<file path="config.mk">
export PLATFORM = sky130hd
export DESIGN_NAME = dsp_branch_unit
export DESIGN_NICKNAME = d
export VERILOG_FILES = /design/src/rtl/dsp_branch_unit_pkg.sv /design/src/rtl/dsp_ras.sv /design/src/rtl/dsp_branch_unit.sv
export SDC_FILE = /design/constraint.sdc
export NUM_CORES = 1
export LEC_CHECK = 0
export ABC_CLOCK_PERIOD_IN_PS = 2800
export CELL_PAD_IN_SITES_DETAIL_PLACEMENT = 0
export CELL_PAD_IN_SITES_GLOBAL_PLACEMENT = 1
export CORE_MARGIN = 4
export CORE_UTILIZATION = 30
export CTS_BUF_LIST = sky130_fd_sc_hd__clkbuf_4
export DETAILED_ROUTE_END_ITERATION = 8
export PLACE_DENSITY_LB_ADDON = 0.1
export SETUP_SLACK_MARGIN = 0.15
export SYNTH_ARGS = -nofsm -noshare
export SYNTH_HDL_FRONTEND = slang
export SYNTH_SLANG_ARGS = --single-unit
export TNS_END_PERCENT = 20
</file>
<file path="constraint.sdc">
create_clock -name clk -period 2.8 [get_ports clk]
set_input_delay 0.56 -clock clk [delete_from_list [all_inputs] [get_ports clk]]
set_output_delay 0.56 -clock clk [all_outputs]
set_load 0.02 [all_outputs]
</file>
<file path="src/rtl/dsp_branch_unit_pkg.sv">
// rtl/dsp_branch_unit_pkg.sv - shared flow-control encodings and FSM states for the branch unit
package dsp_branch_unit_pkg;

  localparam int FLOW_W = 4;

  localparam logic [FLOW_W-1:0] FLOW_NONE = 4'd0;
  localparam logic [FLOW_W-1:0] FLOW_JMP  = 4'd1;
  localparam logic [FLOW_W-1:0] FLOW_BEZ  = 4'd2;
  localparam logic [FLOW_W-1:0] FLOW_BNEZ = 4'd3;
  localparam logic [FLOW_W-1:0] FLOW_BEQ  = 4'd4;
  localparam logic [FLOW_W-1:0] FLOW_BLTZ = 4'd5;
  localparam logic [FLOW_W-1:0] FLOW_CALL = 4'd6;
  localparam logic [FLOW_W-1:0] FLOW_RET  = 4'd7;

  typedef enum logic {
    ST_IDLE  = 1'b0,
    ST_FLUSH = 1'b1
  } bu_state_t;

endpackage

</file>
<file path="src/rtl/dsp_ras.sv">
// rtl/dsp_ras.sv - circular return-address stack with wrap-on-full and sticky error flags
module dsp_ras #(
  parameter int ADDR_W = 16,
  parameter int DEPTH  = 4,
  localparam int PTR_W = $clog2(DEPTH),
  localparam int LVL_W = $clog2(DEPTH) + 1
) (
  input  logic              clk,
  input  logic              rst_n,
  input  logic              push,
  input  logic              pop,
  input  logic [ADDR_W-1:0] push_data,
  output logic [ADDR_W-1:0] top_data,
  output logic [LVL_W-1:0]  level,
  output logic              empty,
  output logic              overflow,
  output logic              underflow
);

  logic [ADDR_W-1:0] r_mem [DEPTH];
  logic [PTR_W-1:0]  r_ptr;
  logic [LVL_W-1:0]  r_level;
  logic              r_overflow;
  logic              r_underflow;
  logic [PTR_W-1:0]  w_top_idx;
  logic              w_full;

  // The pointer always addresses the next free slot, so the top entry sits one below it
  assign w_top_idx = r_ptr - PTR_W'(1);
  assign w_full    = (r_level == LVL_W'(DEPTH));
  assign empty     = (r_level == '0);
  assign top_data  = r_mem[w_top_idx];
  assign level     = r_level;
  assign overflow  = r_overflow;
  assign underflow = r_underflow;

  // Entry storage needs no reset: an entry is only read after it has been pushed
  always_ff @(posedge clk) begin
    if (push) begin
      r_mem[r_ptr] <= push_data;
    end
  end

  // Pointer, occupancy and sticky flags; a push when full overwrites the oldest entry
  always_ff @(posedge clk or negedge rst_n) begin
    if (!rst_n) begin
      r_ptr       <= '0;
      r_level     <= '0;
      r_overflow  <= 1'b0;
      r_underflow <= 1'b0;
    end else if (push) begin
      r_ptr <= r_ptr + PTR_W'(1);
      if (w_full) begin
        r_overflow <= 1'b1;
      end else begin
        r_level <= r_level + LVL_W'(1);
      end
    end else if (pop) begin
      if (empty) begin
        r_underflow <= 1'b1;
      end else begin
        r_ptr   <= w_top_idx;
        r_level <= r_level - LVL_W'(1);
      end
    end
  end

endmodule

</file>
<file path="src/rtl/dsp_branch_unit.sv">
// rtl/dsp_branch_unit.sv - branch resolution, registered redirect, flush window and RAS control
module dsp_branch_unit
  import dsp_branch_unit_pkg::*;
#(
  parameter int DATA_W       = 16,
  parameter int ADDR_W       = 16,
  parameter int RAS_DEPTH    = 4,
  parameter int FLUSH_CYCLES = 2
) (
  input  logic                         clk,
  input  logic                         rst,
  input  logic                         valid_in,
  input  logic [FLOW_W-1:0]            flow_mode,
  input  logic [DATA_W-1:0]            alu_result,
  input  logic [ADDR_W-1:0]            address,
  input  logic [ADDR_W-1:0]            pc_next,
  output logic [ADDR_W-1:0]            jump_addr,
  output logic                         jump_flag,
  output logic                         flush,
  output logic                         ras_overflow,
  output logic                         ras_underflow,
  output logic [$clog2(RAS_DEPTH):0]   ras_level
);

  localparam int CNT_W = $clog2(FLUSH_CYCLES) + 1;

  bu_state_t         r_state;
  bu_state_t         w_state_nxt;
  logic [CNT_W-1:0]  r_flush_cnt;
  logic [ADDR_W-1:0] r_jump_addr;
  logic              r_jump_flag;

  logic              w_decide;
  logic              w_taken;
  logic              w_push;
  logic              w_pop;
  logic [ADDR_W-1:0] w_target;
  logic [ADDR_W-1:0] w_ras_top;
  logic              w_ras_empty;

  // Instructions arriving while the pipeline is being killed are ignored entirely
  assign w_decide = valid_in && (r_state == ST_IDLE);

  // Condition evaluation and RAS request generation for the instruction in decode
  always_comb begin
    w_taken  = 1'b0;
    w_target = address;
    w_push   = 1'b0;
    w_pop    = 1'b0;
    if (w_decide) begin
      case (flow_mode)
        FLOW_NONE: w_taken = 1'b0;
        FLOW_JMP:  w_taken = 1'b1;
        FLOW_BEZ:  w_taken = (alu_result == '0);
        FLOW_BNEZ: w_taken = (alu_result != '0);
        FLOW_BEQ:  w_taken = (alu_result == '0);
        FLOW_BLTZ: w_taken = alu_result[DATA_W-1];
        FLOW_CALL: begin
          w_taken = 1'b1;
          w_push  = 1'b1;
        end
        FLOW_RET: begin
          w_pop    = 1'b1;
          w_taken  = !w_ras_empty;
          w_target = w_ras_top;
        end
        default:   w_taken = 1'b0;
      endcase
    end
  end

  dsp_ras #(
    .ADDR_W (ADDR_W),
    .DEPTH  (RAS_DEPTH)
  ) u_ras (
    .clk       (clk),
    .rst_n     (rst),
    .push      (w_push),
    .pop       (w_pop),
    .push_data (pc_next),
    .top_data  (w_ras_top),
    .level     (ras_level),
    .empty     (w_ras_empty),
    .overflow  (ras_overflow),
    .underflow (ras_underflow)
  );

  // FSM state register
  always_ff @(posedge clk or negedge rst) begin
    if (!rst) begin
      r_state <= ST_IDLE;
    end else begin
      r_state <= w_state_nxt;
    end
  end

  // Next state: a taken redirect opens the kill window, the counter closes it
  always_comb begin
    w_state_nxt = r_state;
    case (r_state)
      ST_IDLE:  if (w_taken) w_state_nxt = ST_FLUSH;
      ST_FLUSH: if (r_flush_cnt == '0) w_state_nxt = ST_IDLE;
      default:  w_state_nxt = ST_IDLE;
    endcase
  end

  // Down-counter holding the remaining flush cycles after the current one
  always_ff @(posedge clk or negedge rst) begin
    if (!rst) begin
      r_flush_cnt <= '0;
    end else if (w_taken) begin
      r_flush_cnt <= CNT_W'(FLUSH_CYCLES - 1);
    end else if ((r_state == ST_FLUSH) && (r_flush_cnt != '0)) begin
      r_flush_cnt <= r_flush_cnt - CNT_W'(1);
    end
  end

  // Registered one-cycle redirect; the address holds between redirects
  always_ff @(posedge clk or negedge rst) begin
    if (!rst) begin
      r_jump_flag <= 1'b0;
      r_jump_addr <= '0;
    end else begin
      r_jump_flag <= w_taken;
      if (w_taken) begin
        r_jump_addr <= w_target;
      end
    end
  end

  assign jump_flag = r_jump_flag;
  assign jump_addr = r_jump_addr;
  assign flush     = (r_state == ST_FLUSH);

endmodule

</file>
Word level (Yosys, flattened, before mapping) --
Memories as Yosys holds them, arrays and structs flattened. Index checks and enable logic that the tools add are counted.
Storage, ports and cells: flip-flop bits (word level) 27, RAM bits 64, bits of input ports 55, output and inout port bits 23, word-level logic and storage cells 64, memories 1
Memories:
- u_ras.r_mem | words 4, bits a word 16, read ports 1, clocked after memory_dff 0, write ports 1, line dsp_ras.sv:20 | logic [ADDR_W-1:0] r_mem [DEPTH];
Cells by class: $add $sub $neg 5, eq/ne operators 10, multiplexer cells 22, bitwise logic cells 2, reduce and logical (&&, ||, !) cells 16
Operator list (number):
- $mux W16 | 2
- $eq A4 B3 Y1 const B | 4
- $logic_not A16 Y1 | 1
- $reduce_bool A16 Y1 | 1
- $mux W3 | 4
- $mux W2 | 5
- $mux W1 | 9
- $eq A4 B2 Y1 const B | 2
- $reduce_and A3 Y1 | 2
- $reduce_bool A2 Y1 | 3
- $pmux W1 S5 | 1
- $eq A4 B1 Y1 const B | 1
- $reduce_and A2 Y1 | 2
- $reduce_or A2 Y1 | 2
- $sub A2 B1 Y2 const B | 2
- $add A3 B1 Y3 const B | 1
- $eq A3 B3 Y1 const B | 1
- $logic_not A3 Y1 | 1
- $sub A3 B1 Y3 const B | 1
- $add A2 B1 Y2 const B | 1
- $logic_and A1 B1 Y1 | 2
- $logic_not A2 Y1 | 1
- $ne A2 B1 Y1 const B | 1
- $ne A2 B2 Y1 const B | 1
- other kinds (3) | 4

Depth between registers and ports, before layout --
depth in word-level cells 6, mapped depth 9, gate-level depth less buffers 7

Cells and area by module --
Synthesis repeated with hierarchy kept, for this count alone.
Second synthesis, totals: cell total of the unflattened synthesis 217, area, all modules 3960.0 µm²
By module, submodules not included:
- dsp_ras | times used 1, cells an instance 131, area each 2790.2 µm²
- dsp_branch_unit | times used 1, cells an instance 86, area each 1169.9 µm²

Least setup slack after synthesis --
OpenSTA, ideal clock, no wires.
kind reg2reg, start point register u_ras.r_ptr[0], end point register r_jump_addr[0] (netlist: jump_addr[0]), setup time 120 ps, arrival 2794 ps, data required time 2680 ps, path slack -113 ps, cell stages (with the launch flop) 10, buffers on the path 4, clock period less this slack 2913 ps, path through dfrtp_1 -> buf_2 -> buf_1 -> inv_1 -> ha_1 -> buf_1 -> clkbuf_1 -> mux4_2 -> mux2i_1 -> o21ai_2
Between the ends: longest elaborated chain between the ends 4
Ends and longest elaborated chain:
- start, declared | line dsp_ras.sv:21 | logic [PTR_W-1:0] r_ptr;
- start signal, assigned | line dsp_ras.sv:52 | r_ptr <= r_ptr + PTR_W'(1);
- start signal, assigned | line dsp_ras.sv:62 | r_ptr <= w_top_idx;
- $sub A2 B1 Y2 | line dsp_ras.sv:29 | assign w_top_idx = r_ptr - PTR_W'(1);
- $mem_v2 Z4 W16
- $mux W16 | line dsp_branch_unit.sv:51 | case (flow_mode)
- $mux W16 | line dsp_branch_unit.sv:50 | if (w_decide) begin
- end signal, assigned | line dsp_branch_unit.sv:126 | r_jump_addr <= w_target;
- end, declared | line dsp_branch_unit.sv:30 | logic [ADDR_W-1:0] r_jump_addr;
Every way passes these cells. A chain may end at the register's enable or synchronous reset.

Final worst setup path --
start point input port valid_in, end point register u_ras.r_level[2] (netlist: u_ras.level[2])
Between the ends: longest elaborated chain between the ends 4
Ends and longest elaborated chain:
- start, declared | line dsp_branch_unit.sv:12 | input logic valid_in,
- $logic_and A1 B1 Y1 * | line dsp_branch_unit.sv:42 | assign w_decide = valid_in && (r_state == ST_IDLE);
- $mux W1 | line dsp_branch_unit.sv:50
- $ne A2 B2 Y1 (no line) (tied with other cells)
- $reduce_and A3 Y1 (no line)
- end signal, assigned | line dsp_ras.sv:56 | r_level <= r_level + LVL_W'(1);
- end signal, assigned | line dsp_ras.sv:63 | r_level <= r_level - LVL_W'(1);
- end, declared | line dsp_ras.sv:22 | logic [LVL_W-1:0] r_level;
Mark *: on every way between the ends. The rest lies on a longest branch, timed or not.

==> reports/qor.txt <==
========================================================================================
Arrival time of data at the critical path endpoint                               2.53 ns
Library cell occupying the most area in the post-synthesis netlist          sky130_fd_sc_hd__edfxtp_1
Clock slew at reported path FFs                                                  0.15 ns
Post-CTS sizing                                                                        0
Initial drt markers                                                                  111
Number of fillers in the final layout                                              1,200
Synthesized-area fraction occupied by adder cells                                  2.16%
Unrepaired setup endpoints after global routing                                       no
Core region area                                                              12,600 µm²
Share of final-layout standard cells stronger than drive strength 1                20.2%
Pre-CTS worst setup slack                                                      0.0866 ns
WL final                                                                         8580 µm
Vert. Die Dim                                                                     121 µm
Placement Rows                                                                        41
Number of buffers added by the clock tree synthesis step                               9
Effective utilization at floorplan                                                 30.5%
Horizontal die dimension                                                          121 µm
Clock tree skew after final layout                                             0.0173 ns
Area fraction of the dominant cell type after synthesis                            50.2%
Number of hold-slack violations in the final timing report                             0
Register area                                                                   2600 µm²
Worst min-delay path class                                                  input pin to asynchronous set/reset pin
Main combinational cell family by area after synthesis                      multiplexers
Type of origin of the critical path                                            input pin
Fraction of registers with async set or reset after synthesis                      29.7%
Number of routed nets with antenna violations                                          0
Root cell of the clock tree                                                 sky130_fd_sc_hd__clkbuf_4
Vias per cell                                                                       4.54
IO Count                                                                              78
Count of input and output buffers                                                     77
Number of storage elements in the synthesis netlist                                   91
Mapped cell area                                                                3830 µm²
Maximum net fanout on the critical path                                                2
First-pass GRT wire length                                                     13,600 µm
Clock latency on the worst-skew pair                                             0.44 ns
Type of the worst setup path                                                input pin to register
Post-Synth XOR/XNOR Area                                                           1.60%
EDFF count, synth                                                                     64
# hold bufs at CTS                                                                     0
Remaining routing DRC violations                                                       0
Global-route usage over all layers                                                 12.3%
Clock Path Buffers                                                                     2
Net total in the final layout                                                        382
CTS tree                                                                           built
Most frequently used cell type in the post-synthesis netlist                sky130_fd_sc_hd__edfxtp_1
Final worst slack                                                               0.608 ns
IR drop worst, VDD                                                              0.211 mV
Area growth, synth to finish                                                       32.4%
Combined area of the multi-input logic cells                                    1130 µm²
Achievable Freq                                                                  456 MHz
Average wire per cell in the routed design                                       17.2 µm
Worst endpoint required time                                                     3.14 ns
Worst Tran Pin Value                                                            0.492 ns
Average cell area after synthesis                                               16.9 µm²
Initial DRT Pass Iterations                                                            5
CTS sink cnt                                                                          91
Final setup violating endpoints                                                        0
Slew Viols, Final                                                                      0
Sequential cell area fraction in the yosys report                                  67.8%
Final critical-path share of the clock period                                      78.3%
Setup TNS Final                                                                     0 ns
Via Count                                                                          2,266
Number of warnings reported in the yosys synthesis log                                 0
Post-CTS setup repair buffer count                                                     0
Worst setup EP type                                                             register
Congestion Overflow GR                                                                 0
# placed instances                                                                   482
Antenna violations before repair                                                       0
Total half-perimeter wirelength after legalization and detailed placement        6200 µm
H-tree depth                                                                           3
Post-Syn Nets                                                                        288
Top post-synthesis cells by area                                            sky130_fd_sc_hd__edfxtp_1 (50%), sky130_fd_sc_hd__dfrtp_1 (18%), sky130_fd_sc_hd__mux4_2 (9.4%)
Dominant register cell in the synthesized netlist                           sky130_fd_sc_hd__edfxtp_1
Final cell count without fillers                                                     499
Pleak                                                                            1.78 nW
Normalized max-slew margin                                                         66.9%
Number of global-route vias before repair                                          2,431
Synth Area in Simple Gates                                                         6.93%
Largest net degree at the start of global routing                                     28
Status                                                                      finished clean
Top cells by count, synth                                                   sky130_fd_sc_hd__edfxtp_1 (64), sky130_fd_sc_hd__dfrtp_1 (27), sky130_fd_sc_hd__nand4_1 (17)
Number of max-cap violations                                                           0
RePlAce Congestion                                                                 0.721
Synthesized instance count                                                           227
Post-route minimum period                                                        2.19 ns
Compound-gate portion of the synthesized area                                      4.80%
Die area                                                                      14,600 µm²
Number of different library cells in the post-synthesis netlist                       34
Power density of the placed cells                                             806 nW/µm²
Proportion of synthesized area in mux cells                                        13.9%
========================================================================================
==> layout make-up <==
| type | instances | share of cell area (%) |
|---|---|---|
| sequential | 91 | 51.3 |
| multi-input combinational | 115 | 22.3 |
| timing repair buffer | 96 | 19.0 |
| tap | 172 | 4.25 |
| clock buffer | 9 | 1.33 |
| clock inverter | 7 | 1.21 |
| inverter | 8 | 0.593 |
| antenna | 1 | 0.0494 |
==> stage by stage <==
stage / hold slack, ns / cell area [µm²] / util [%] / total power [mW]
4_1_cts: 0.460 / 5060 / 40.3 / 4.16
6_report: 0.470 / 5070 / 40.3 / 4.08
3_3_place_gp: 0.442 / 4940 / 39.3 / 3.47
2_1_floorplan: 0.264 / 3830 / - / 2.75
3_5_place_dp: 0.443 / 4940 / 39.3 / 3.48
5_1_grt: 0.470 / 5060 / 40.3 / 4.34
==> layer usage <==
metal | wire [µm] | vias up | GRT usage, %
met5 | 0 | - | 0
met4 | 100 | 0 | 4.46
met3 | 422 | 9 | 3.12
met2 | 4250 | 58 | 19.9
met1 | 3810 | 1123 | 16.1
li1 | - | 1076 | -
==> sequential cells by signal, indices dropped and copies added (netlist names) <==
signal           cells
jump_addr           16
u_ras.level          3
u_ras.underflow      1
u_ras.r_ptr          2
flush                1
jump_flag            1
u_ras.overflow       1
u_ras.r_mem         64
r_flush_cnt          2
==> cells by family after synthesis <==
| kind of cell | count (synthesis) |
|---|---|
| compound gates | 24 |
| xor+xnor | 7 |
| fa+ha+maj | 6 |
| buf+inv | 21 |
| flops | 91 |
| mux | 33 |
| simple gates | 45 |
==> cell usage in the layout, fill, tap and decap left out, drive strengths merged <==
| master | count |
|---|---|
| o21ai | 16 |
| dfrtp | 27 |
| or4 | 1 |
| a211oi | 1 |
| nor3 | 4 |
| o211a | 1 |
| xnor2 | 5 |
| edfxtp | 64 |
| clkdlybuf4s50 | 77 |
| clkinvlp | 4 |
| mux2 | 1 |
| nor2b | 1 |
| nor4 | 4 |
| mux2i | 16 |
| or3b | 1 |
| diode | 1 |
| nand3 | 1 |
| buf | 19 |
| nand4 | 17 |
| nand2b | 2 |
| and3 | 1 |
| ha | 5 |
| fa | 1 |
| o311ai | 1 |
| inv | 11 |
| a21o | 3 |
| and2 | 4 |
| xor2 | 2 |
| clkbuf | 9 |
| a211o | 1 |
| a31o | 1 |
| nand2 | 8 |
| mux4 | 16 |
| nor2 | 1 |
==> worst max-delay path: stages <==
cell and delay (ns):
sky130_fd_sc_hd__clkdlybuf4s50_1 0.45, sky130_fd_sc_hd__or3b_1 0.39, sky130_fd_sc_hd__nor3_1 0.26, sky130_fd_sc_hd__inv_1 0.12, sky130_fd_sc_hd__fa_1 0.38, sky130_fd_sc_hd__xnor2_1 0.17, sky130_fd_sc_hd__nand2_1 0.08, sky130_fd_sc_hd__xnor2_1 0.12
==> path summary, 6_finish.rpt <==
check / start / endpoint / slack, ns / cells past startpoint
max: valid_in / u_ras.level[2]$_DFFE_PN0P_ / 0.61 / 8
min: rst / u_ras.overflow$_DFFE_PN0P_ / 0.47 / 2
max reg2reg: flush$_DFF_PN0_ / u_ras.level[2]$_DFFE_PN0P_ / 0.75 / 7
min reg2reg: u_ras.underflow$_DFFE_PN0P_ / u_ras.underflow$_DFFE_PN0P_ / 0.47 / 1
max in group asynchronous: rst / u_ras.underflow$_DFFE_PN0P_ / 2.05 / 2
min in group clk: u_ras.underflow$_DFFE_PN0P_ / u_ras.underflow$_DFFE_PN0P_ / 0.47 / 1
==> power by group <==
part           switching, mW  internal, mW  leakage (nW)
logic                  0.792         0.842         0.812
registers              0.134          1.64         0.910
clock network          0.480         0.197        0.0586
(Power assumes the default switching activity.)
